File: src/rtl/pipe_hazard_ctrl_pkg.sv
// Shared types for the pipeline hazard controller: register ids, sequencer state,
// and the bundle of per-stage enable/flush controls.
package pipe_hazard_ctrl_pkg;

   typedef logic [4:0] regbits_t;

   typedef enum logic [1:0] {
      RUN    = 2'd0,
      DRAIN  = 2'd1,
      HALTED = 2'd2
   } pipe_state_t;

   typedef struct packed {
      logic pc_en;
      logic ifid_en;
      logic idex_en;
      logic exmem_en;
      logic memwb_en;
      logic ifid_flush;
      logic idex_flush;
      logic exmem_flush;
      logic memwb_flush;
   } pipe_ctrl_t;

   // A load in ID/EX feeding either source of the instruction in IF/ID; r0 never hazards.
   function automatic logic load_use(input logic mem_to_reg, input regbits_t rd,
                                     input regbits_t rs, input regbits_t rt);
      return mem_to_reg && (rd != 5'd0) && ((rd == rs) || (rd == rt));
   endfunction

endpackage

File: src/rtl/pipe_hazard_ctrl_sat_counter.sv
// Event counter that sticks at all-ones instead of wrapping.
module sat_counter #(
   parameter int W = 32
) (
   input  logic         CLK,
   input  logic         nRST,
   input  logic         en,
   input  logic         clr,
   output logic [W-1:0] count
);

   localparam logic [W-1:0] ONE = {{(W-1){1'b0}}, 1'b1};

   always_ff @(posedge CLK or negedge nRST) begin
      if (!nRST) begin
         count <= '0;
      end else if (clr) begin
         count <= '0;
      end else if (en && (count != '1)) begin
         count <= count + ONE;
      end
   end

endmodule

File: src/rtl/pipe_hazard_ctrl.sv
// Pipeline sequencer: turns cache handshakes, load-use, EX redirects and halt into
// per-register enable/flush plus PC enable, and drains the pipe on halt.
module pipe_hazard_ctrl
   import pipe_hazard_ctrl_pkg::*;
#(
   parameter int CNT_W = 32
) (
   input  logic             CLK,
   input  logic             nRST,
   input  logic             ihit,
   input  logic             dhit,
   input  logic             mem_req,
   input  logic             idex_memToReg,
   input  regbits_t         idex_rd,
   input  regbits_t         ifid_rs,
   input  regbits_t         ifid_rt,
   input  logic             redirect_ex,
   input  logic             halt_id,
   input  logic             halt_wb,
   output logic             pc_en,
   output logic             ifid_en,
   output logic             idex_en,
   output logic             exmem_en,
   output logic             memwb_en,
   output logic             ifid_flush,
   output logic             idex_flush,
   output logic             exmem_flush,
   output logic             memwb_flush,
   output logic             halt,
   output logic [CNT_W-1:0] stall_cnt,
   output logic [CNT_W-1:0] flush_cnt
);

   pipe_state_t state;
   logic        ipend;
   logic        mem_ok;
   logic        fetch_ok;
   logic        lu;
   logic        fsm_upd;
   pipe_ctrl_t  ctrl;

   assign mem_ok   = !mem_req || dhit;
   assign fetch_ok = ihit || ipend || (state != RUN);
   assign lu       = load_use(idex_memToReg, idex_rd, ifid_rs, ifid_rt);

   always_comb begin
      ctrl    = '0;
      fsm_upd = 1'b0;
      if (state == HALTED) begin
         ctrl = '0;
      end else if (!mem_ok) begin
         ctrl = '0;
      end else if (!fetch_ok) begin
         // Front end starved: let the back half drain and insert a bubble into EX/MEM.
         ctrl.exmem_en    = 1'b1;
         ctrl.memwb_en    = 1'b1;
         ctrl.exmem_flush = 1'b1;
      end else begin
         fsm_upd       = 1'b1;
         ctrl.exmem_en = 1'b1;
         ctrl.memwb_en = 1'b1;
         ctrl.idex_en  = 1'b1;
         if (redirect_ex) begin
            ctrl.ifid_en    = 1'b1;
            ctrl.pc_en      = 1'b1;
            ctrl.ifid_flush = 1'b1;
            ctrl.idex_flush = 1'b1;
         end else if (lu) begin
            ctrl.idex_flush = 1'b1;
         end else begin
            ctrl.ifid_en = 1'b1;
            ctrl.pc_en   = (state == RUN);
         end
      end
      if ((state == DRAIN) && ctrl.ifid_en) begin
         ctrl.ifid_flush = 1'b1;
      end
      if (!nRST) begin
         ctrl = '0;
      end
   end

   assign pc_en       = ctrl.pc_en;
   assign ifid_en     = ctrl.ifid_en;
   assign idex_en     = ctrl.idex_en;
   assign exmem_en    = ctrl.exmem_en;
   assign memwb_en    = ctrl.memwb_en;
   assign ifid_flush  = ctrl.ifid_flush;
   assign idex_flush  = ctrl.idex_flush;
   assign exmem_flush = ctrl.exmem_flush;
   assign memwb_flush = ctrl.memwb_flush;
   assign halt        = (state == HALTED);

   always_ff @(posedge CLK or negedge nRST) begin
      if (!nRST) begin
         state <= RUN;
      end else if (halt_wb) begin
         state <= HALTED;
      end else if (fsm_upd) begin
         case (state)
            RUN:     if (halt_id && !lu && !redirect_ex) state <= DRAIN;
            DRAIN:   if (redirect_ex) state <= RUN;
            default: state <= state;
         endcase
      end
   end

   // Remember an instruction return that arrived while the D-side froze the pipe.
   always_ff @(posedge CLK or negedge nRST) begin
      if (!nRST) begin
         ipend <= 1'b0;
      end else if (ctrl.ifid_en) begin
         ipend <= 1'b0;
      end else if (ihit && !mem_ok) begin
         ipend <= 1'b1;
      end
   end

   sat_counter #(.W(CNT_W)) u_stall_cnt (
      .CLK   (CLK),
      .nRST  (nRST),
      .en    ((state == RUN) && !ctrl.pc_en),
      .clr   (1'b0),
      .count (stall_cnt)
   );

   sat_counter #(.W(CNT_W)) u_flush_cnt (
      .CLK   (CLK),
      .nRST  (nRST),
      .en    (ctrl.ifid_flush || ctrl.idex_flush),
      .clr   (1'b0),
      .count (flush_cnt)
   );

endmodule

File: config.mk
export PLATFORM = sky130hd
export DESIGN_NAME = pipe_hazard_ctrl
export DESIGN_NICKNAME = d
export VERILOG_FILES = /design/src/rtl/pipe_hazard_ctrl_pkg.sv /design/src/rtl/pipe_hazard_ctrl_sat_counter.sv /design/src/rtl/pipe_hazard_ctrl.sv
export SDC_FILE = /design/constraint.sdc
export NUM_CORES = 1
export LEC_CHECK = 0
export ABC_AREA = 1
export CORE_ASPECT_RATIO = 1.2
export CORE_MARGIN = 2
export CORE_UTILIZATION = 30
export DETAILED_ROUTE_END_ITERATION = 7
export GPL_ROUTABILITY_DRIVEN = 0
export GPL_TIMING_DRIVEN = 0
export PLACE_DENSITY = 0.57
export SLEW_MARGIN = 40
export SYNTH_ARGS = -nofsm -noshare
export SYNTH_HDL_FRONTEND = slang
export SYNTH_SLANG_ARGS = --single-unit
export TNS_END_PERCENT = 1
File: constraint.sdc
create_clock -name CLK -period 1.9 [get_ports CLK]
set_input_delay 0.38 -clock CLK [delete_from_list [all_inputs] [get_ports CLK]]
set_output_delay 0.38 -clock CLK [all_outputs]
set_load 0.05 [all_outputs]
==> impl_results.md, run 1 <==
* Outcome: finished with violations
* Violated checks: negative setup slack
* Primary FF master, synth: dfrtp_1
* Starting density of the core at 0.309
* Floorplan die area at 16,600 um^2
* Compound-Gate Fraction of Synth Area at 0.0416
* Post-DP HPWL at 10,700 um
* Syn nets at 702
* Setup ws final at -0.129 ns
* Gr ovfl total at 0
* Drt total wl at 14,200 um
* Pin count of the biggest net entering global routing at 42
* Max-Cap Viols at 0
* Multiplexer area fraction after synthesis at 0
* Total I/O pin count at 98
* Reg2Reg Depth at 9
* Synth area leaders: dfrtp_1 36%, nand2_1 19%, xor2_1 6.6%
* CTS tree: built
* Most frequent cells after synthesis: 235 x nand2_1, 77 x inv_1, 67 x dfrtp_1
* Global-route wire length before repair at 22,300 um
* Crit path kind: reg2out
* Simple-gate area share of the yosys netlist at 0.390
* Vias at 4,623
* Most numerous cell in the Yosys netlist: nand2_1
* DR iter-0 viols at 243
* CTS Buf Count at 9
* Arr. time, crit path at 1.65 ns
* Syn Area/Cell at 6.90 um^2
* Peak supply drop at 0.284 mV
* Fin. max-slew vios at 0
* Critical path peak fanout at 4
* Post-synth cell types at 31
* Hold_ws at 0.00560 ns
* Yosys warning total at 0
* Worst path required time at 1.52 ns
* WL/cell at 14.1 um
* Async set or reset register ratio after synthesis at 1.00
* Seq cells post-synth at 67
* Clock Tree Buf Depth at 2
* Startpoint Class: register
* Input/output buffers at 96
* N_diodes at 0
* Adder-Cell Fraction of Synth Area at 0.00537
* Vias in the first global route at 4,439
* Fin crit period at 2.03 ns
* Layout Cells excl Fill at 1,005
* Final clock skew at 0.00651 ns
* Die Width at 118 um
* Xor and xnor fraction of the mapped netlist area at 0.107
* Layout cells sized above 1 at 0.135
* Placed Instances at 977
* Final ANT Viol Nets at 0
* Cell row count at 49
* Final worst-path cycle share at 1.07
* Via density at 4.60
* Initial antenna violation count at 0
* Main combinational cell family by area after synthesis: simple AND/OR/NAND/NOR gates
* Final setup fails at 5
* RSZ-0062 raised after global routing: yes
* CTS H-tree lvls at 3
* CTS sink cnt at 67
* Min-delay worst type: in2async
* Least-Margin Pin Slew at 0.516 ns
* Final nets at 823
* Final Hold Fails at 0
* Finished Core Util at 0.420
* Lkg Pwr at 3.14 nW
* Power per Cell Area at 501 nW/um^2
* Clock slew at reported path FFs at 0.05 ns
* Yosys top cell by area: dfrtp_1
* Cells after synthesis at 676
* Gr usage total at 0.169
* Die H at 141 um
* CTS root buf: clkbuf_16
* Later-pin clock latency in the skew report at 0.34 ns
* Core Region at 15,100 um^2
* Sequential element share of the synthesized area at 0.360
* Number of synthesized flops with an enable pin at 0
* Flop2flop setup slack at 0.03 ns
* Crit. End Element: output port
* Post-synthesis instance area at 4660 um^2
* Top-area cell type share of the netlist area at 0.360
* F_max at 0.493 GHz
* Drt first pass iters at 5
* # DRC at 0
* Area Growth Syn to Fin at 35.8%
* Max_slew headroom at 0.657
[registers in the layout (all words and copies together) (netlist names)]
signal             cells
u_stall_cnt.count     32
state                  2
ipend                  1
u_flush_cnt.count     32
[per-layer routing]
layer	vias up	routed length [um]	global-route usage	part of all wire
li1	2369	-	-	-
met1	2114	5910	0.196	0.42
met2	114	7390	0.309	0.52
met3	26	458	0.0240	0.032
met4	0	424	0.0755	0.030
met5	-	0	0	0
[power by group]
part / switching [W] / internal, W
Combinational: 0.0000788 / 0.0000635
Clock: 0.000616 / 0.000984
Sequential: 0 / 0.00143
[placed cells by master, fill, tap and decap left out, drive strengths merged, types with 2 or more instances in the layout]
cell	n
nand3	54
nand2	242
clkdlybuf4s50	8
buf	39
dfrtp	67
o21ai	33
clkbuf	14
ha	2
dlygate4sd2	77
xor2	35
nor3b	2
inv	85
nor3	35
nand4	11
xnor2	22
nor2	61
a21oi	3
nand3b	4
[worst paths after layout]
path | endpoint | start
worst max-delay path | pc_en | state[1]$_DFFE_PN0P_
worst min-delay path | u_flush_cnt.count[15]$_DFFE_PN0P_ | nRST
worst max register to register | u_stall_cnt.count[13]$_DFFE_PN0P_ | u_stall_cnt.count[0]$_DFFE_PN0P_
worst min register to register | u_stall_cnt.count[16]$_DFFE_PN0P_ | u_stall_cnt.count[16]$_DFFE_PN0P_
max in group asynchronous | u_stall_cnt.count[0]$_DFFE_PN0P_ | nRST
min in group CLK | ipend$_DFFE_PN0P_ | ihit
[logic make-up (layout without fill, tap and decap cells)]
kind of cell,after synthesis,count (layout)
other cells,1,1
flops,67,67
compound gates,38,38
xor+xnor,57,57
simple gates,409,410
fa+ha+maj,2,2
buf+inv,102,226
[worst max-delay path, stage by stage (launching register included)]
cell     delay [ns]
dfrtp_1        0.41
inv_2          0.07
nand2_4        0.10
inv_6          0.04
nand2_4        0.05
nand3_4        0.08
nor2_4         0.17
nand2_2        0.09
a21oi_2        0.11
buf_6          0.17
[timing repair]
action                                  CTS  global route
endpoints found under the hold margin    26             0
endpoints found under the setup margin  134            74
gates resized for setup                 143            27
buffers inserted                          7             4
hold buffers                              1             0
pin swaps                                10             5
cloned                                    0             1
[per-stage QoR]
step	power, W	TNS, ns	area (um^2)	setup WS (ns)
CTS	0.00321	-1.94	6190	-0.112
floorplan	0.00150	-7.02	4670	-0.136
global placement	0.00159	-343.79	5890	-3.56
finish	0.00317	-0.422	6330	-0.129
detailed placement	0.00159	-27.91	5910	-0.939
global route	0.00329	-2.88	6330	-0.197
[layout make-up]
type / instances / area, um^2
clock inverter: 1 / 7.51
buffer: 17 / 143
timing repair buffer: 109 / 990
sequential: 67 / 1690
fill: 1641 / 8750
tap: 204 / 255
multi-input combinational: 508 / 2650
clock buffer: 14 / 274
inverter: 85 / 324
No activity file was read; power rests on OpenSTA's default activity.
==> inputs of run 2 (changes only) <==
- ABC_AREA: 1 -> 0
- CORE_MARGIN: 2 -> unset
- PLACE_DENSITY: 0.57 -> 0.59
==> run 2 against run 1 <==
Hold slack better by 0.0040 ns. Critical path depth is 2 lower. Clock power is 3% higher. Flip-flop and latch count stayed put. The run still ends with negative setup slack left. Area after synthesis is 22% lower. Critical endpoint unchanged. Sequential power hardly changed. Routed wire length is 30% lower. Global-route usage is 0.14 points higher. Setup slack worse by 0.25 ns. Highest routed layer unchanged. Count of clock-buffer cells in the layout stayed put.
==> impl_results.md, run 2 <==
* Outcome: finished with violations (unchanged)
* Violated checks: negative setup slack (unchanged)
* Post-synth cell types at 46 (was 31)
* Max-Cap Viols at 0 (unchanged)
* Peak supply drop at 0.367 mV (was 0.284 mV)
* RSZ-0062 raised after global routing: yes (unchanged)
* F_max at 0.440 GHz (was 0.493 GHz)
* Floorplan die area at 12,500 um^2 (was 16,600 um^2)
* Critical path peak fanout at 4 (unchanged)
* Reg2Reg Depth at 8 (was 9)
* Layout cells sized above 1 at 0.241 (was 0.135)
* Drt first pass iters at 4 (was 5)
* Clock slew at reported path FFs at 0.05 ns (about the same)
* CTS tree: built (unchanged)
* Input/output buffers at 96 (unchanged)
* GRT met1 Usage at 0.211 (was 0.196)
* Syn nets at 381 (was 702)
* Busiest grt layer: met2 (unchanged)
* Gr usage total at 0.171 (was 0.169)
* Area Growth Syn to Fin at 47.8% (was 35.8%)
* Die H at 122 um (was 141 um)
* Slowest CP cell: or4_4 (was dfrtp_1)
* Async set or reset register ratio after synthesis at 1.00 (unchanged)
* Simple-gate area share of the yosys netlist at 0.285 (was 0.390)
* Hold_ws at 0.00961 ns (was 0.00560 ns)
* Most frequent cells in the layout: 72 x dlygate4sd2_1, 51 x xnor2_1, 35 x dfrtp_1 (was 232 x nand2_1, 77 x dlygate4sd2_1, 75 x inv_1)
* Xor and xnor fraction of the mapped netlist area at 0.172 (was 0.107)
* Largest stage delay, worst path at 0.53 ns (was 0.41 ns)
* Final Hold Fails at 0 (unchanged)
* Die Width at 102 um (was 118 um)
* Finished Core Util at 0.459 (was 0.420)
* Least-Margin Pin Slew at 0.541 ns (was 0.516 ns)
* Global-route wire length before repair at 16,500 um (was 22,300 um)
* CTS sink cnt at 67 (unchanged)
* Post-synthesis instance area at 3620 um^2 (was 4660 um^2)
* Most numerous cell in the Yosys netlist: dfrtp_1 (was nand2_1)
* Worst path required time at 1.52 ns (about the same)
* Worst-path cell chain: or4_4 -> nand2_4 -> inv_6 -> o31ai_4 -> clkbuf_8 -> a21oi_4 -> buf_6 (was inv_2 -> nand2_4 -> inv_6 -> nand2_4 -> nand3_4 -> nor2_4 -> nand2_2 -> a21oi_2 -> buf_6)
* Startpoint Class: register (unchanged)
* Number of synthesized flops with an enable pin at 0 (unchanged)
* CTS H-tree lvls at 3 (unchanged)
* Core Region at 11,700 um^2 (was 15,100 um^2)
* Met3 Use GR at 0.0233 (was 0.0240)
* Min-delay worst type: in2async (unchanged)
* Syn Area/Cell at 10.2 um^2 (was 6.90 um^2)
* Drt total wl at 9880 um (was 14,200 um)
* Main combinational cell family by area after synthesis: simple AND/OR/NAND/NOR gates (unchanged)
* Cell row count at 43 (was 49)
* Sequential element share of the synthesized area at 0.463 (was 0.360)
* Layout Cells excl Fill at 638 (was 1,005)
* Vias in the first global route at 3,240 (was 4,439)
* Placed Instances at 609 (was 977)
* Power per Cell Area at 623 nW/um^2 (was 501 nW/um^2)
* Post-DP Area at 4930 um^2 (was 5910 um^2)
* Pin count of the biggest net entering global routing at 38 (was 42)
* Commonest non-fill, non-tap cell in the layout: dlygate4sd2_1 (was nand2_1)
* Clock Tree Buf Depth at 2 (unchanged)
* Max_slew headroom at 0.641 (was 0.657)
* Multiplexer area fraction after synthesis at 0.00933 (was 0)
* Final setup fails at 61 (was 5)
* Crit. End Element: output port (unchanged)
* Adder-Cell Fraction of Synth Area at 0.00967 (was 0.00537)
* # DRC at 0 (unchanged)
* Final nets at 502 (was 823)
* Cells after synthesis at 355 (was 676)
* Initial antenna violation count at 0 (unchanged)
* Primary FF master, synth: dfrtp_1 (unchanged)
* Total I/O pin count at 98 (unchanged)
* N_diodes at 0 (unchanged)
* Crit path kind: reg2out (unchanged)
* CTS Buf Count at 9 (unchanged)
* CTS root buf: clkbuf_16 (unchanged)
* Compound-Gate Fraction of Synth Area at 0.0356 (was 0.0416)
* Fin. max-slew vios at 0 (unchanged)
* Top-area cell type share of the netlist area at 0.463 (was 0.360)
* Top flop regs: u_flush_cnt.count x32, u_stall_cnt.count x32, state x2 (unchanged)
* Arr. time, crit path at 1.89 ns (was 1.65 ns)
* Final worst-path cycle share at 1.20 (was 1.07)
* Most frequent cells after synthesis: 67 x dfrtp_1, 51 x xnor2_1, 33 x nand4_1 (was 235 x nand2_1, 77 x inv_1, 67 x dfrtp_1)
* WL/cell at 15.5 um (was 14.1 um)
* Gr ovfl total at 0 (unchanged)
* Fin crit period at 2.27 ns (was 2.03 ns)
* Via density at 5.01 (was 4.60)
* Synth area leaders: dfrtp_1 46%, xnor2_1 12%, nand4_1 5.7% (was dfrtp_1 36%, nand2_1 19%, xor2_1 6.6%)
* DR iter-0 viols at 90 (was 243)
* Later-pin clock latency in the skew report at 0.32 ns (was 0.34 ns)
* Lkg Pwr at 2.56 nW (was 3.14 nW)
* Post-DP HPWL at 7200 um (was 10,700 um)
* Final clock skew at 0.00584 ns (was 0.00651 ns)
* GRT met2 Usage at 0.303 (was 0.309)
* Yosys top cell by area: dfrtp_1 (unchanged)
* Fin area at 5350 um^2 (was 6330 um^2)
* Total power at 0.00334 W (was 0.00317 W)
* Seq cells post-synth at 67 (unchanged)
* Setup ws final at -0.375 ns (was -0.129 ns)
* Final ANT Viol Nets at 0 (unchanged)
* Starting density of the core at 0.310 (was 0.309)
* Yosys warning total at 0 (unchanged)
* Vias at 3,196 (was 4,623)
[run 2: cell types whose count changed after synthesis, moves of 9 or more]
cell and change:
nor3_1 -22, nand3_1 -23, nor2_1 -31, and3_1 +22, xnor2_1 +29, nand4_1 +22
nand2_1 -214, inv_1 -72, and4_1 +9, xor2_1 -15, o21ai_1 -31
[run 2: layer usage]
layer / routed length (um) / vias up
li1: - / 1515
met5: 0 / -
met2: 5060 / 88
met3: 393 / 14
met4: 162 / 0
met1: 4260 / 1579
[run 2: worst paths after layout]
| kind | startpoint | endpoint | slack [ns] |
|---|---|---|---|
| max | state[1]$_DFFE_PN0P_ | pc_en | -0.37 |
| min | nRST | u_flush_cnt.count[3]$_DFFE_PN0P_ | 0.01 |
| max reg2reg | state[1]$_DFFE_PN0P_ | u_flush_cnt.count[15]$_DFFE_PN0P_ | -0.30 |
| min reg2reg | u_flush_cnt.count[14]$_DFFE_PN0P_ | u_flush_cnt.count[14]$_DFFE_PN0P_ | 0.47 |
| max in group asynchronous | nRST | u_stall_cnt.count[7]$_DFFE_PN0P_ | 1.66 |
| min in group CLK | mem_req | ipend$_DFFE_PN0P_ | 0.46 |
[run 2: critical path, delay by kind of cell (launching register included)]
kind | cells | cell delay [ns]
AO/OA/AOI/OAI | 2 | 0.10
buffers and inverters | 3 | 0.41
flip-flops | 1 | 0.41
AND/OR/NAND/NOR | 2 | 0.65
[run 2: logic make-up (layout without fill, tap and decap cells)]
family,Yosys count,after routing
adders and majority gates,3,3
other,1,1
AOI/OAI and AO/OA,12,12
and+or+nand+nor,178,178
buffers and inverters,20,146
muxes,3,3
xor gates and xnor gates,71,71
DFF,67,67
[run 2: through the flow]
| step | setup TNS (ns) | setup WS, ns |
|---|---|---|
| 2_1_floorplan | -6.70 | -0.199 |
| 3_3_place_gp | -354.12 | -3.64 |
| 3_5_place_dp | -59.28 | -1.46 |
| 4_1_cts | -9.34 | -0.400 |
| 5_1_grt | -15.16 | -0.435 |
| 6_report | -7.69 | -0.375 |
[run 2: repair_timing]
item                       4_1_cts  5_1_grt
gates cloned                     0        0
setup endpoints to repair      134       77
hold endpoints to repair        30        0
hold buffers                     1        0
pin swaps                       20       12
buffers inserted                11        1
resized for setup              144       18
[run 2: layout make-up]
| cell class | count | area (um^2) |
|---|---|---|
| Inverter | 7 | 31.3 |
| Multi-Input combinational cell | 268 | 1980 |
| Clock buffer | 14 | 264 |
| Fill cell | 1152 | 6320 |
| Tap cell | 157 | 196 |
| Buffer | 13 | 125 |
| Sequential cell | 67 | 1720 |
| Clock inverter | 2 | 35.0 |
| Timing Repair Buffer | 110 | 1010 |
[run 2: report_power, final]
group	internal [W]	switching [W]	total [W]
sequential	0.00144	0.0000185	0.00146
combinational	0.0000841	0.000137	0.000221
clock	0.00109	0.000565	0.00165
==> inputs of run 3 (changes only) <==
- GPL_ROUTABILITY_DRIVEN: 0 -> unset
==> results of run 3 <==
No change in the layout: final DEF, timing and power equal those of run 2.
